--- src/rtl/merge_rr_arbiter.sv ---
// Fair N-to-1 merge: round-robin grant among valid inputs into a one-slot
// registered output that carries the winning channel index.
module merge_rr_arbiter #(
  parameter int INPUTS      = 2,
  parameter int DATA_TYPE   = 32,
  parameter int INDEX_WIDTH = 1
) (
  input  logic                        clk,
  input  logic                        rst,
  input  logic [INPUTS*DATA_TYPE-1:0] ins,
  input  logic [INPUTS-1:0]           ins_valid,
  output logic [INPUTS-1:0]           ins_ready,
  output logic [DATA_TYPE-1:0]        outs,
  output logic [INDEX_WIDTH-1:0]      outs_index,
  output logic                        outs_valid,
  input  logic                        outs_ready
);

  localparam logic [INDEX_WIDTH-1:0] LAST = INDEX_WIDTH'(INPUTS - 1);

  logic [INDEX_WIDTH-1:0] ptr;
  logic [DATA_TYPE-1:0]   data_p1;
  logic [INDEX_WIDTH-1:0] idx_p1;
  logic                   vld_p1;

  logic                   load;
  logic                   xfer;
  logic                   gnt_any;
  logic                   hi_found;
  logic                   lo_found;
  logic [INDEX_WIDTH-1:0] hi_idx;
  logic [INDEX_WIDTH-1:0] lo_idx;
  logic [INDEX_WIDTH-1:0] gnt_idx;
  logic [DATA_TYPE-1:0]   gnt_data;

  function automatic logic [INDEX_WIDTH-1:0] next_ptr(input logic [INDEX_WIDTH-1:0] g);
    return (g == LAST) ? '0 : g + 1'b1;
  endfunction

  // Two-pass search: first valid channel at or above ptr, else the lowest valid one.
  always_comb begin
    hi_found = 1'b0;
    lo_found = 1'b0;
    hi_idx   = '0;
    lo_idx   = '0;
    for (int i = 0; i < INPUTS; i++) begin
      if (ins_valid[i] && !hi_found && (INDEX_WIDTH'(i) >= ptr)) begin
        hi_found = 1'b1;
        hi_idx   = INDEX_WIDTH'(i);
      end
      if (ins_valid[i] && !lo_found) begin
        lo_found = 1'b1;
        lo_idx   = INDEX_WIDTH'(i);
      end
    end
    gnt_idx = hi_found ? hi_idx : lo_idx;
    gnt_any = hi_found || lo_found;
  end

  assign load = !vld_p1 || outs_ready;
  // Ready is held low during reset so no producer believes a token was taken.
  assign xfer = gnt_any && load && !rst;

  always_comb begin
    ins_ready = '0;
    gnt_data  = '0;
    for (int i = 0; i < INPUTS; i++) begin
      if (gnt_idx == INDEX_WIDTH'(i)) begin
        ins_ready[i] = xfer;
        gnt_data     = ins[i*DATA_TYPE +: DATA_TYPE];
      end
    end
  end

  // ---- stage p1: output slot and priority pointer ----
  always_ff @(posedge clk) begin
    if (rst) begin
      vld_p1  <= 1'b0;
      data_p1 <= '0;
      idx_p1  <= '0;
      ptr     <= '0;
    end else if (xfer) begin
      vld_p1  <= 1'b1;
      data_p1 <= gnt_data;
      idx_p1  <= gnt_idx;
      ptr     <= next_ptr(gnt_idx);
    end else if (outs_ready) begin
      vld_p1  <= 1'b0;
    end
  end

  assign outs       = data_p1;
  assign outs_index = idx_p1;
  assign outs_valid = vld_p1;

endmodule
--- config.mk ---
export PLATFORM = sky130hd
export DESIGN_NAME = merge_rr_arbiter
export DESIGN_NICKNAME = d
export VERILOG_FILES = /design/src/rtl/merge_rr_arbiter.sv
export SDC_FILE = /design/constraint.sdc
export NUM_CORES = 1
export LEC_CHECK = 0
export ABC_AREA = 1
export ABC_CLOCK_PERIOD_IN_PS = 1220
export BUFFER_PORTS_ARGS = -buffer_cell sky130_fd_sc_hd__buf_2
export CAP_MARGIN = 5
export CORE_AREA = 8 8 73 82
export DETAILED_ROUTE_END_ITERATION = 10
export DIE_AREA = 0 0 81 90
export HOLD_SLACK_MARGIN = 0.05
export PLACE_DENSITY = 0.74
export SLEW_MARGIN = 40
export SYNTH_ARGS = -nofsm -noshare
export SYNTH_HDL_FRONTEND = slang
export SYNTH_SLANG_ARGS = --single-unit
export TNS_END_PERCENT = 5
--- constraint.sdc ---
create_clock -name clk -period 1.22 [get_ports clk]
set_clock_uncertainty 0.2 [all_clocks]
set_input_delay 0.061 -clock clk [delete_from_list [all_inputs] [get_ports clk]]
set_output_delay 0.061 -clock clk [all_outputs]
set_load 0.02 [all_outputs]
Word level (Yosys, flattened, before mapping)

Cells that the tools add are included.

Muxes and demuxes: 13
Reductions and logical operators: 13
Add/sub/neg operators: 1
$lt $le $gt $ge: 2

Operator list:

| operator                                                 | number |
|---|---|
| 2-to-1 mux 32 bit                                        | 1 |
| 2-to-1 mux 1 bit                                         | 12 |
| logical AND 1 bit                                        | 6 |
| zero test 1 bit                                          | 4 |
| greater-or-equal comparator 1 bit (first input constant) | 2 |
| logical OR 1 bit                                         | 2 |
| nonzero test 2 bit                                       | 1 |
| adder 1 bit (second input constant)                      | 1 |

Word-level logic and storage cells: 33
Register bits: 35

Longest topological paths before layout

Word-level depth: 11
Depth in mapped cells: 8
Depth with buffers taken out: 7

Worst setup path before layout

OpenSTA, ideal clock, no wires.

Path type: register to output
Start: reg vld_p1, in the netlist outs_valid
End: out ins_ready[0]
Arrival time: 1.048 ns
Setup slack: -0.089 ns
Stages on the path, launching flop included: 5
Cell sequence: dfxtp_1 -> nand2_1 -> nand2_4 -> buf_4 -> nor2_1

Cells in the longest elaborated chain, start to end: 5

Ends and longest elaborated chain:

| what                           | RTL line | text |
|---|---|---|
| start: declaration             | 24       | `logic vld_p1;` |
| start signal: assignment       | 78       | `vld_p1 <= 1'b0;` |
| start signal: assignment       | 83       | `vld_p1 <= 1'b1;` |
| start signal: assignment       | 88       | `vld_p1 <= 1'b0;` |
| zero test 1 bit                | 60       | `assign load = !vld_p1 \|\| outs_ready;` |
| logical OR 1 bit               | 60       |  |
| logical AND 1 bit (2 in a row) | 62       | `assign xfer = gnt_any && load && !rst;` |
| 2-to-1 mux 1 bit               | 68       | `if (gnt_idx == INDEX_WIDTH'(i)) begin` |
| end: declaration               | 12       | `output logic [INPUTS-1:0] ins_ready,` |

Every way passes these cells.

Final worst setup path

Start: reg ptr
End: reg data_p1[28], in the netlist outs[28]

Cells in the longest elaborated chain, start to end: 10
Elaborated cells between the ends (all ways): 14

Ends and longest elaborated chain:

| what                              | RTL line | text |
|---|---|---|
| start: declaration                | 21       | `logic [INDEX_WIDTH-1:0] ptr;` |
| start signal: assignment          | 86       | `ptr <= next_ptr(gnt_idx);` |
| greater-or-equal comparator 1 bit | 47       | `if (ins_valid[i] && !hi_found && (INDEX_WIDTH'(i) >= ptr)) begin` |
| logical AND 1 bit                 | 47       |  |
| 2-to-1 mux 1 bit                  | 47       |  |
| zero test 1 bit                   | 47       |  |
| logical AND 1 bit (2 in a row)    | 47       |  |
| 2-to-1 mux 1 bit                  | 47       |  |
| logical OR 1 bit                  | 57       | `gnt_any = hi_found \|\| lo_found;` |
| logical AND 1 bit (2 in a row)    | 62       |  |
| end signal: assignment            | 84       | `data_p1 <= gnt_data;` |
| end: declaration                  | 22       | `logic [DATA_TYPE-1:0] data_p1;` |

Several ways; a longest one is shown, not always the timed one.
A chain may end at the register's enable or synchronous reset.

==> metrics.txt <==
status=finished, violations left; failing checks=negative setup slack; Slew Viols, Final=0; yosys warns=0; DRT Pass-1 Iters=5; Fmax=732 MHz; # setup viols final=36; vias in the first global route=roughly 2,600; Cell Area, Synth=0.00174 mm²; IO Count=105; Critical Path Start Type=flop; die area=about 0.0073 mm²; Psw=~0.00094 W; Final HPWL DP=4.19 mm; layout cells sized above 1=36.2%; maximum VDD drop=0.000504 V; Tcrit/Tclk final=112%; antenna violations before repair=1; GRT overflow=0; CTS tree=built; register share of total power=39.5%; Synth Area in Simple Gates=40.5%; CTS Buf Count=5; first-pass GRT wire length=about 12 mm; H-tree depth=2; MaxCap Viol Count=0; Vias/cell=4.87; die width=81 µm; Internal Power=0.00223 W; Final WS setup=-147 ps; post-synthesis xor/xnor area fraction=0%; area leader, netlist=dfxtp_1; num rows=27; Synth area leaders=dfxtp_1 (40%), nand2_1 (28%), a21oi_1 (10%), nand3_1 (9.2%), buf_4 (2.6%); total track usage=20.3%; commonest cells after routing, fill and taps aside=nand2_1 (126), buf_2 (102), dlygate4sd3_1 (65); Yosys reg bits=35; fin cells=504; clk sinks=35; Clock Tree Buf Depth=2; Final ANT Viol Nets=0; core box area=roughly 0.0047 mm²; DRC viols=0; WP data required=1170 ps; Compound-Gate Fraction of Synth Area=approximately a tenth; leak pwr=1.68 nW; reg-to-reg slack, setup=-150 ps; clk_lat worst skew=280 ps; worst slack at placement=-70.7 ps; Worst Path Arrival=about 1300 ps; sequential area share after synthesis=40.2%; Post-Syn Nets=335; initial DRC count=~150; nets=513; CTS clock-pin slew for the worst setup and hold paths=about 70 ps; commonest non-fill, non-tap cell in the layout=nand2_1; RePlAce Congestion=0.795; Worst setup EP type=flop; Port Buf Inserts=104; P&R area growth vs syn=90.8%; final hold viol count=0; Hold WC Path Type=input port to flop; largest net degree at the start of global routing=36; worst rel slew slack=73.0%; Root Buffer=clkbuf_8; WS Path Type=flop to flop; post-synthesis adder-cell area fraction=0%; total wire length=7.72 mm; Wirelength per Cell=15.3 µm; DR vias=roughly 2,500; Inst Count DP=422; post-synthesis mux area share=0%; largest family of logic cells by synthesized area=simple AND/OR/NAND/NOR gates; maximum net fanout on the critical path=5; Final min period=1370 ps; Comb pwr share=31.7%; chip height=90 µm; share of the synthesized area in the top cell type=40.2%; switching power as a share of total power=29.8%; RSZ-0062 raised after global routing=true; worst hold slack=roughly 9.0 ps; pwr dens=953 mW/mm²; Clock Power Share=28.8%; Mapped Cells=around 270; slew at the pin closest to its max-slew limit=405 ps; Starting Density=a little under two fifths; Avg Inst Size Synth=6.55 µm²; CTS Hold Bufs=65; synth unique cells=14
metal layers:
metal	vias up	global-route usage [%]	wire length, µm
met5	-	0	0
met4	0	9.55	273
met1	1107	20.4	2710
met3	27	7.17	705
met2	119	35.6	4040
li1	1202	-	-
final cells by class:
class	count	area, µm²
multi-input combinational	205	973
inverter	6	27.5
sequential	35	703
tap	58	72.6
clock buffer	8	100
fill	351	1400
timing repair buffer	191	1450
antenna	1	2.50
state kept, by name (all words and copies together), names as in the netlist:
register    flops
outs_valid      1
outs_index      1
ptr             1
outs           32
stage by stage:
| step | total power [W] | utilization, % | TNS (ps) | area (µm²) |
|---|---|---|---|---|
| finish | 0.00317 | 70.3 | -4050 | 3330 |
| global route | 0.00333 | 70.3 | -6690 | 3330 |
| CTS | 0.00310 | 68.0 | -3250 | 3210 |
| detailed placement | 0.00198 | 49.8 | -1240 | 2360 |
| global placement | 0.00197 | 49.8 | -36.0 | 2360 |
| floorplan | 0.00170 | - | -2350 | 1750 |
worst max-delay path, cell delays in order (launching register included):
cell and delay [ps]:
dfxtp_2 330, inv_2 50, nand2_4 70, nand2_4 70, buf_6 140, buf_6 120
nand2_2 80, nand2_2 60, nand2_1 70, a21oi_2 50
cell families after synthesis:
group	count (synthesis)
flops	35
simple gates	170
buf+inv	26
compound gates	35
synth_stat cells:
library cell	count
inv_1	5
a21oi_1	35
nor2_4	2
nor2_1	1
nand2_1	132
nand2_2	2
clkbuf_1	3
buf_4	6
inv_4	1
dfxtp_1	35
nand3_1	32
buf_6	4
buf_2	7
nand2_4	1
power by group through the flow:
stage | Combinational (W) | Clock (W) | Sequential (W)
floorplan | 0.000342 | 0 | 0.00136
global placement | 0.000702 | 0 | 0.00127
detailed placement | 0.000708 | 0 | 0.00127
CTS | 0.000917 | 0.000938 | 0.00125
global route | 0.00109 | 0.000982 | 0.00126
finish | 0.00100 | 0.000913 | 0.00125
what timing repair did:
item	in CTS	in global routing
cloned	0	2
setup buffers	6	0
setup endpoints to repair	34	36
hold endpoints to repair	33	1
gates resized for setup	21	20
pin swaps	3	6
final timing paths:
| check | cells past startpoint | end | from |
|---|---|---|---|
| min reg2reg | 2 | outs[11] | outs[11] |
| max reg2reg | 9 | outs[28] | ptr |
| min | 5 | outs_valid | outs_ready |
| max | 9 | outs[28] | ptr |
(Power assumes the default switching activity.)
